--- config.mk ---
export PLATFORM = sky130hd
export DESIGN_NAME = keypad_scanner
export DESIGN_NICKNAME = d
export VERILOG_FILES = /design/src/rtl/keypad_pkg.sv /design/src/rtl/key_debounce.sv /design/src/rtl/keypad_scanner.sv
export SDC_FILE = /design/constraint.sdc
export NUM_CORES = 1
export LEC_CHECK = 0
export ABC_AREA = 1
export CAP_MARGIN = 20
export CORE_AREA = 2 2 61 63
export DETAILED_ROUTE_END_ITERATION = 7
export DIE_AREA = 0 0 63 65
export GPL_TIMING_DRIVEN = 0
export MAX_ROUTING_LAYER = met4
export PLACE_DENSITY = 0.82
export SYNTH_ARGS = -nofsm -noshare
export SYNTH_HDL_FRONTEND = slang
export SYNTH_SLANG_ARGS = --single-unit
--- constraint.sdc ---
create_clock -name clk -period 6.6 [get_ports clk]
set_clock_uncertainty 0.05 [all_clocks]
set_input_delay 0.99 -clock clk [delete_from_list [all_inputs] [get_ports clk]]
set_output_delay 0.99 -clock clk [all_outputs]
set_load 0.02 [all_outputs]
--- src/rtl/keypad_pkg.sv ---
// Shared constants, scan-result encoding and debounce state type for the
// 4x4 keypad scanner.
package keypad_pkg;

   localparam logic [3:0] KEY_IDLE_NUM = 4'hF;
   localparam logic [3:0] KEY_ADD      = 4'hA;
   localparam logic [3:0] KEY_SUB      = 4'hB;
   localparam logic [3:0] KEY_EQ       = 4'hC;
   localparam logic [3:0] KEY_CLR      = 4'hF;

   // Scan result: bit 4 set means no single key was seen
   localparam logic [4:0] KEY_NONE     = 5'b10000;

   typedef enum logic {ST_IDLE, ST_HELD} kp_state_t;

   function automatic logic is_func_key(input logic [3:0] k);
      return (k >= 4'd10);
   endfunction

endpackage

--- src/rtl/key_debounce.sv ---
// Accepts a scan result only after DEBOUNCE identical consecutive scans and
// drives the registered tipo/number/valid/strobe outputs.
module key_debounce
   import keypad_pkg::*;
#(
   parameter int DEBOUNCE = 4
) (
   input  logic       clk,
   input  logic       reset,
   input  logic       scan_done,
   input  logic [4:0] scan_res,
   output logic       tipo,
   output logic [3:0] number,
   output logic       key_valid,
   output logic       key_strobe
);

   localparam int CW = $clog2(DEBOUNCE + 1);

   kp_state_t      state_reg, state_next;
   logic [4:0]     cand_reg, cand_next;
   logic [CW-1:0]  cnt_reg, cnt_next;
   logic           tipo_reg, tipo_next;
   logic [3:0]     number_reg, number_next;
   logic           valid_reg, valid_next;
   logic           strobe_reg, strobe_next;
   logic [4:0]     cur_key;
   logic           accept;

   always_ff @(posedge clk or posedge reset) begin
      if (reset) begin
         state_reg  <= ST_IDLE;
         cand_reg   <= KEY_NONE;
         cnt_reg    <= '0;
         tipo_reg   <= 1'b0;
         number_reg <= KEY_IDLE_NUM;
         valid_reg  <= 1'b0;
         strobe_reg <= 1'b0;
      end else begin
         state_reg  <= state_next;
         cand_reg   <= cand_next;
         cnt_reg    <= cnt_next;
         tipo_reg   <= tipo_next;
         number_reg <= number_next;
         valid_reg  <= valid_next;
         strobe_reg <= strobe_next;
      end
   end

   always_comb begin
      state_next  = state_reg;
      cand_next   = cand_reg;
      cnt_next    = cnt_reg;
      tipo_next   = tipo_reg;
      number_next = number_reg;
      valid_next  = valid_reg;
      strobe_next = 1'b0;
      accept      = 1'b0;
      cur_key     = (state_reg == ST_HELD) ? {1'b0, number_reg} : KEY_NONE;

      if (scan_done) begin
         if (scan_res == cand_reg) begin
            if (cnt_reg < CW'(DEBOUNCE))
               cnt_next = cnt_reg + 1'b1;
         end else begin
            cand_next = scan_res;
            cnt_next  = CW'(1);
         end
         // Re-accepting the key already shown is a no-op, so no repeat strobe
         accept = (cnt_next == CW'(DEBOUNCE)) && (cand_next != cur_key);

         if (accept) begin
            case (state_reg)
               ST_IDLE: begin
                  if (!cand_next[4]) begin
                     state_next  = ST_HELD;
                     tipo_next   = is_func_key(cand_next[3:0]);
                     number_next = cand_next[3:0];
                     valid_next  = 1'b1;
                     strobe_next = 1'b1;
                  end
               end
               ST_HELD: begin
                  if (cand_next[4]) begin
                     state_next  = ST_IDLE;
                     tipo_next   = 1'b0;
                     number_next = KEY_IDLE_NUM;
                     valid_next  = 1'b0;
                  end else begin
                     tipo_next   = is_func_key(cand_next[3:0]);
                     number_next = cand_next[3:0];
                     strobe_next = 1'b1;
                  end
               end
               default: state_next = ST_IDLE;
            endcase
         end
      end
   end

   assign tipo       = tipo_reg;
   assign number     = number_reg;
   assign key_valid  = valid_reg;
   assign key_strobe = strobe_reg;

endmodule

--- src/rtl/keypad_scanner.sv ---
// 4x4 active-low matrix keypad scanner: synchronizes rows, walks the columns,
// reduces each full scan to one key code (or NONE) and debounces it.
module keypad_scanner
   import keypad_pkg::*;
#(
   parameter int SCAN_DIV = 16,
   parameter int DEBOUNCE = 4
) (
   input  logic       clk,
   input  logic       reset,
   input  logic [3:0] rows,
   output logic [3:0] cols,
   output logic       tipo,
   output logic [3:0] number,
   output logic       key_valid,
   output logic       key_strobe
);

   localparam int DW = (SCAN_DIV > 1) ? $clog2(SCAN_DIV) : 1;

   logic [3:0]    sync1_reg, sync2_reg;
   logic [DW-1:0] dwell_reg;
   logic [1:0]    col_reg;
   logic [1:0]    acc_cnt_reg;
   logic [3:0]    acc_code_reg;

   logic          last_dwell;
   logic [3:0]    lows;
   logic [1:0]    hits;
   logic [1:0]    row_idx;
   logic [2:0]    sum;
   logic [1:0]    total;
   logic [3:0]    code_next;
   logic          scan_done;
   logic [4:0]    scan_res;

   always_ff @(posedge clk or posedge reset) begin
      if (reset) begin
         sync1_reg    <= 4'b1111;
         sync2_reg    <= 4'b1111;
         dwell_reg    <= '0;
         col_reg      <= 2'd0;
         acc_cnt_reg  <= 2'd0;
         acc_code_reg <= 4'd0;
      end else begin
         sync1_reg <= rows;
         sync2_reg <= sync1_reg;
         if (last_dwell) begin
            dwell_reg <= '0;
            col_reg   <= col_reg + 2'd1;
            if (col_reg == 2'd3) begin
               acc_cnt_reg  <= 2'd0;
               acc_code_reg <= 4'd0;
            end else begin
               acc_cnt_reg  <= total;
               acc_code_reg <= code_next;
            end
         end else begin
            dwell_reg <= dwell_reg + 1'b1;
         end
      end
   end

   // hits saturates at 2: anything beyond one key per scan is rejected anyway
   always_comb begin
      lows    = ~sync2_reg;
      hits    = 2'd0;
      row_idx = 2'd0;
      for (int i = 0; i < 4; i++) begin
         if (lows[i]) begin
            row_idx = 2'(i);
            if (hits != 2'd2)
               hits = hits + 2'd1;
         end
      end
      sum       = {1'b0, acc_cnt_reg} + {1'b0, hits};
      total     = (sum > 3'd2) ? 2'd2 : sum[1:0];
      code_next = (hits == 2'd1) ? {col_reg, row_idx} : acc_code_reg;
      last_dwell = (dwell_reg == DW'(SCAN_DIV - 1));
      scan_done  = last_dwell && (col_reg == 2'd3);
      scan_res   = (total == 2'd1) ? {1'b0, code_next} : KEY_NONE;
   end

   assign cols = ~(4'b0001 << col_reg);

   key_debounce #(
      .DEBOUNCE (DEBOUNCE)
   ) u_debounce (
      .clk        (clk),
      .reset      (reset),
      .scan_done  (scan_done),
      .scan_res   (scan_res),
      .tipo       (tipo),
      .number     (number),
      .key_valid  (key_valid),
      .key_strobe (key_strobe)
   );

endmodule

# Word level (Yosys, flattened, before mapping)
# Cells that the tools add are included.
# op_classes
addsub,7
magnitude_cmp,3
n_eq_ne,12
shift,1
muxes,34
bitwise_logic,3
n_reduce_logical,5
# ops
operator,n
2-bit two-way mux,10
4-bit two-way mux,5
5-bit two-way mux,4
"2-bit != test, second input constant",5
1-bit two-way mux,9
3-bit two-way mux,3
"2-bit by 1-bit adder with 2-bit output, second input constant",4
4-bit NOT,2
4-bit case mux with 2 select lines,1
5-bit equality test,1
5-bit != test,1
"4-bit by 1-bit adder with 4-bit output, second input constant",1
"2-bit by 1-bit equality test with 1-bit output, second input constant",2
"4-bit equality test, second input constant",1
"4-bit >= comparator, second input constant",1
1-bit case mux with 2 select lines,2
4-bit AND reduction,1
"1-bit by 2-bit << shifter with 4-bit output, first input constant",1
2-bit by 2-bit adder with 3-bit output,1
"3-bit by 1-bit adder with 3-bit output, second input constant",1
"3-bit equality test, second input constant",1
"3-bit by 2-bit > comparator with 1-bit output, second input constant",1
"3-bit less-than comparator, second input constant",1
3-bit AND reduction,1
4 further kinds,5
# word_totals
ff_bits,36
in_bits,6
output_inout_bits,11
elab_cells,78

# Logic depth before layout (Yosys ltp)
# depth
ltp_word,23
depth_mapped,25
depth_no_buf,25

# Cells and area by module
# A second synthesis with hierarchy kept.
# unflattened
hier_cells,231
hier_area_um2,1975.6
# by_module_without_submodules
module,instances,cells_per_inst,area_per_inst_um2,seq_area_each_um2
keypad_scanner,1,114,1046.0,510.5
key_debounce,1,117,929.6,406.6

# Least setup slack after synthesis
# No wires, ideal clock.
# synth_timing
path_kind,reg2reg
from,reg sync2_reg[1]
to,"reg u_debounce.tipo_reg, in the netlist u_debounce.tipo"
setup_time_ns,0.118
arrival_time_ns,3.367
required_time_ns,6.432
slack_ns,3.065
path_stages_with_launch,22
path_buffers,0
period_less_slack_ns,3.535
path_cell_list,dfstp_2 > inv_1 > ha_1 > nand2_1 > nand2_2 > inv_1 > ha_1 > or2_4 > nand2_8 > fa_1 > nand2_1 > inv_2 > nand2_1 > clkinv_2 > nand4_1 > nand2_2 > nor2_4 > nand4_2 > nor2_4 > nand3_4 > nand2_1 > o21ai_2
# synth_between
elab_chain_cells,19
word_cells_on_any_way,34
classes_between,3 x add/sub; 2 x order compare; 8 x eq/ne; 18 x mux; 1 x bitwise; 2 x reduce/logical
# synth_rtl
item,line,text
"start, declared",keypad_scanner.sv:21,"logic [3:0] sync1_reg, sync2_reg;"
"start signal, assigned",keypad_scanner.sv:47,sync2_reg <= sync1_reg;
4-bit NOT *,keypad_scanner.sv:66,lows = ~sync2_reg;
2-bit two-way mux,keypad_scanner.sv:70,if (lows[i]) begin
2-bit by 1-bit adder with 2-bit output / 2-bit != test (equally long branches),"keypad_scanner.sv:73, keypad_scanner.sv:72",
2-bit two-way mux,keypad_scanner.sv:72,if (hits != 2'd2)
2-bit two-way mux,keypad_scanner.sv:70,
2-bit by 1-bit adder with 2-bit output / 2-bit != test (equally long branches),"keypad_scanner.sv:73, keypad_scanner.sv:72",
2-bit two-way mux,keypad_scanner.sv:72,
2-bit two-way mux,keypad_scanner.sv:70,
[3 not listed],n/a,
2-bit by 1-bit equality test with 1-bit output,keypad_scanner.sv:81,"scan_res = (total == 2'd1) ? {1'b0, code_next} : KEY_NONE;"
5-bit two-way mux *,keypad_scanner.sv:81,
5-bit equality test,key_debounce.sv:62,if (scan_res == cand_reg) begin
5-bit two-way mux / 3-bit two-way mux (equally long branches),key_debounce.sv:62,
5-bit two-way mux / 3-bit two-way mux (equally long branches),key_debounce.sv:61,if (scan_done) begin
4-bit >= comparator (tied with other cells),keypad_pkg.sv:17,return (k >= 4'd10);
1-bit two-way mux (tied with other cells),key_debounce.sv:84,if (cand_next[4]) begin
1-bit case mux with 2 select lines / 3-bit AND reduction (equally long branches),n/a,
"end signal, assigned",key_debounce.sv:43,tipo_reg <= tipo_next;
"end, declared",key_debounce.sv:23,"logic tipo_reg, tipo_next;"
# Every way passes the cells marked *; elsewhere a longest branch is shown, timed or not. The select of a mux whose other input is x is not followed.
# A chain may end at the register's enable or synchronous reset.

# Worst setup path in the final report
# Ends and elaborated chain as after synthesis.

==> impl_results.md <==
- Path class of the lowest-slack min-delay path: reg2reg
- Most common cell after layout, fill and taps aside: sky130_fd_sc_hd__nand2_1
- List of cells traversed by the critical path: inv_1 > ha_1 > nand2_1 > nand2_2 > inv_1 > ha_1 > or2_4 > nand2_8 > fa_1 > nand2_1 > inv_2 > nand2_1 > clkinv_2 > nand4_1 > nand2_2 > nor2_4 > nand4_2 > nor2_4 > nand3_4 > nand2_1 > o21ai_2
- Placed cell areas: 2290 um2
- Cts repair resizes: 0
- Number of vias per cell: 4.88
- Number of buffers inserted during clock tree synthesis: 5
- GRT Overall Usage: 0.198
- Total power density per cell area: 202 nW/um2
- Number of antenna repair diodes: 0
- Post-layout net count: 270
- Row count: 22
- Initial core utilization: 0.583
- CP bufs+invs: 4
- Crit-path leading delay family: simple AND/OR/NAND/NOR gates
- Number of max-slew violations in the final report: 0
- Final worst path period need: 3.87 ns
- # Post-CTS Setup Buffers: 0
- Worst vdd rail ir drop: 0.191 mV
- Detailed-route wire length per cell: 10.8 um
- Routability cong.: 0.831
- RSZ-0062 raised after global routing: false
- Via count of the first global-routing pass: 1,415
- TritonCTS clock tree: done
- Cell with the largest stage delay on the worst path: sky130_fd_sc_hd__dfstp_2
- Slew headroom: 0.580
- Clock transition at path regs: 0.10 ns
- Fraction of final layout cells with drive strength greater than 1: 0.213
- Summed instance area of the synthesized netlist: 2040 um2
- Sum of net half-perimeters after detailed placement: 2.51 mm
- Largest net degree at the start of global routing: 23
- Leak Pwr: 1.11 nW
- Number of antenna violations at the first check in global routing: 0
- Leading cell types in the layout, fill and taps excluded: 51 x sky130_fd_sc_hd__nand2_1, 39 x sky130_fd_sc_hd__inv_1, 23 x sky130_fd_sc_hd__dfrtp_1, 16 x sky130_fd_sc_hd__clkdlybuf4s50_1, 15 x sky130_fd_sc_hd__nand3_1
- Number of synthesized register bits: 36
- Sequential cell area fraction in the yosys report: 0.450
- Boundary Pins: 17
- Total vias in the final route: 1,469
- Remaining antenna violation count: 0
- Root buffer cell: sky130_fd_sc_hd__clkbuf_4
- Layout overhead on the synthesized area: 15.0%
- Insertion delay of the later-clocked pin in the worst-skew pair: 0.34 ns
- Number of cells after detailed placement: 293
- Post-route core utilization: 0.671
- Outcome: finished clean
- Average cell area after synthesis: 8.94 um2
- CP endpoint kind: flip-flop
- GRT overflow: 0
- Iter 0 DRT Violations: 57
- Count of TritonRoute iterations in the first routing pass: 4
- Fin crit share: 0.586
- Maximum root-to-sink buffer count: 2
- Hold Violations, Final: 0
- Die span in y: 65 um
- Path length in cells of the critical path: 21
- Worst hold path cell count: 0
- Number of flip-flops in the largest register: 5
- Required time of the worst setup path: 6.80 ns
- DRT Wirelength: 3.25 mm
- CTS sink count: 36
- Net count after synthesis: 246
- Fin Hold WS: 0.311 ns
- Number of distinct library cell variants in the gate-level netlist after synthesis: 33
- Core Area: 3500 um2
- Max Clk Rate: 0.259 GHz
- Synth Instances: 228
- Measured slew at the worst slew-check pin: 0.629 ns
- Die area: 4100 um2
- Worst path most repeated cell: sky130_fd_sc_hd__nand2_1
- Aggregate negative setup slack: 0 ns
- Number of buffers inserted by hold repair at cts: 0
- Total of warnings raised by yosys: 0
- First-pass GRT wire length: 6.03 mm
- Max incr delay on CP: 0.56 ns
- Post-route DRC: 0
- Total non-filler cell area in the finished layout: 2350 um2
- Critical path launch point type: flip-flop
- Path depth of the worst reg2reg path: 21
- Number of non-filler instances in the completed layout: 301
- Top fanout value on the critical path: 10
- Final setup fails: 0
- Max H-tree Level: 2
- Critical path class: reg2reg
- Port Buffers: 16
- Count of maximum capacitance violations: 0
- Die boundary width: 63 um
- Arrival time reported for the critical path endpoint: 4.06 ns
==> logic make-up (layout without fill, tap and decap cells) <==
family          count (synthesis)  count (layout)  synth area share
simple gates                  108             108             0.307
buf+inv                        44              69            0.0816
flops                          36              36             0.450
compound gates                 23              23            0.0632
fa+ha+maj                      12              12            0.0773
xor+xnor                        5               5            0.0215
==> cells in the mapped netlist <==
cell | instances | share of area
sky130_fd_sc_hd__xnor2_1 | 2 | 0.0086
sky130_fd_sc_hd__nand2_8 | 2 | 0.020
sky130_fd_sc_hd__or2_4 | 1 | 0.0043
sky130_fd_sc_hd__nand3_2 | 3 | 0.015
sky130_fd_sc_hd__nand3b_2 | 1 | 0.0055
sky130_fd_sc_hd__nand2_4 | 5 | 0.028
sky130_fd_sc_hd__nor2_2 | 1 | 0.0031
sky130_fd_sc_hd__inv_2 | 2 | 0.0037
sky130_fd_sc_hd__o21ai_0 | 10 | 0.025
sky130_fd_sc_hd__nand4_1 | 2 | 0.0061
sky130_fd_sc_hd__fa_1 | 1 | 0.0098
sky130_fd_sc_hd__o21ai_1 | 5 | 0.012
sky130_fd_sc_hd__inv_1 | 39 | 0.072
sky130_fd_sc_hd__xor2_1 | 3 | 0.013
sky130_fd_sc_hd__nor2_1 | 10 | 0.018
sky130_fd_sc_hd__nand4_2 | 1 | 0.0061
sky130_fd_sc_hd__nand2_1 | 51 | 0.094
sky130_fd_sc_hd__ha_1 | 11 | 0.067
sky130_fd_sc_hd__or2_2 | 1 | 0.0031
sky130_fd_sc_hd__clkbuf_1 | 2 | 0.0037
sky130_fd_sc_hd__nand3_1 | 15 | 0.037
sky130_fd_sc_hd__clkinv_2 | 1 | 0.0025
sky130_fd_sc_hd__nor2_4 | 2 | 0.011
sky130_fd_sc_hd__o21a_1 | 1 | 0.0037
sky130_fd_sc_hd__o22ai_1 | 3 | 0.0092
sky130_fd_sc_hd__nand2_2 | 10 | 0.031
sky130_fd_sc_hd__dfstp_2 | 13 | 0.17
sky130_fd_sc_hd__a31oi_1 | 1 | 0.0031
sky130_fd_sc_hd__a21boi_1 | 1 | 0.0037
sky130_fd_sc_hd__nand3_4 | 3 | 0.026
sky130_fd_sc_hd__o21ai_2 | 1 | 0.0043
sky130_fd_sc_hd__dfrtp_1 | 23 | 0.28
sky130_fd_sc_hd__a21oi_1 | 1 | 0.0025
==> cell type report <==
cell class | count | area, um2
clock buffer | 8 | 58.8
fill | 289 | 1150
sequential | 36 | 917
timing repair buffer | 17 | 188
multi-input combinational | 148 | 956
tap | 48 | 60.1
buffer | 2 | 7.51
inverter | 42 | 159
==> stage by stage <==
step	setup WS [ns]	total power, mW
after detailed placement	2.72	0.354
final	2.73	0.474
after global routing	2.45	0.504
after global placement	2.80	0.350
after floorplan	3.06	0.334
after CTS	2.69	0.476
==> layer usage <==
layer | wire length (um) | part of all wire | up-vias | global-route usage
met5 | 0 | 0 | - | -
met4 | 68 | 0.021 | 0 | 0.0722
met3 | 108 | 0.033 | 7 | 0.0590
met2 | 1590 | 0.49 | 22 | 0.316
met1 | 1480 | 0.46 | 682 | 0.238
li1 | - | - | 758 | -
==> where the power goes <==
group          internal, mW  leakage [nW]  switching [mW]
sequential            0.233         0.435         0.00460
clock                0.0526        0.0326          0.0716
combinational        0.0398         0.647          0.0725
==> worst register-to-register path, stage by stage, from the launching register on <==
cell,delay (ns)
sky130_fd_sc_hd__dfstp_2,0.56
sky130_fd_sc_hd__inv_1,0.05
sky130_fd_sc_hd__ha_1,0.27
sky130_fd_sc_hd__nand2_1,0.06
sky130_fd_sc_hd__nand2_2,0.08
sky130_fd_sc_hd__inv_1,0.04
sky130_fd_sc_hd__ha_1,0.27
sky130_fd_sc_hd__or2_4,0.25
sky130_fd_sc_hd__nand2_8,0.11
sky130_fd_sc_hd__fa_1,0.43
sky130_fd_sc_hd__nand2_1,0.10
sky130_fd_sc_hd__inv_2,0.04
sky130_fd_sc_hd__nand2_1,0.24
sky130_fd_sc_hd__clkinv_2,0.25
sky130_fd_sc_hd__nand4_1,0.17
sky130_fd_sc_hd__nand2_2,0.09
sky130_fd_sc_hd__nor2_4,0.11
sky130_fd_sc_hd__nand4_2,0.14
sky130_fd_sc_hd__nor2_4,0.18
sky130_fd_sc_hd__nand3_4,0.14
sky130_fd_sc_hd__nand2_1,0.10
sky130_fd_sc_hd__o21ai_2,0.05
==> final timing paths <==
path	start	to	slack (ns)
max in group asynchronous	reset	u_debounce.cand_reg[4]	4.93
setup / recovery	sync2_reg[1]	u_debounce.tipo	2.73
hold / removal	sync1_reg[0]	sync2_reg[0]	0.31
min in group asynchronous	reset	dwell_reg[0]	0.97
setup reg to reg	sync2_reg[1]	u_debounce.tipo	2.73
hold reg to reg	sync1_reg[0]	sync2_reg[0]	0.31
No activity file was read; power rests on OpenSTA's default activity.
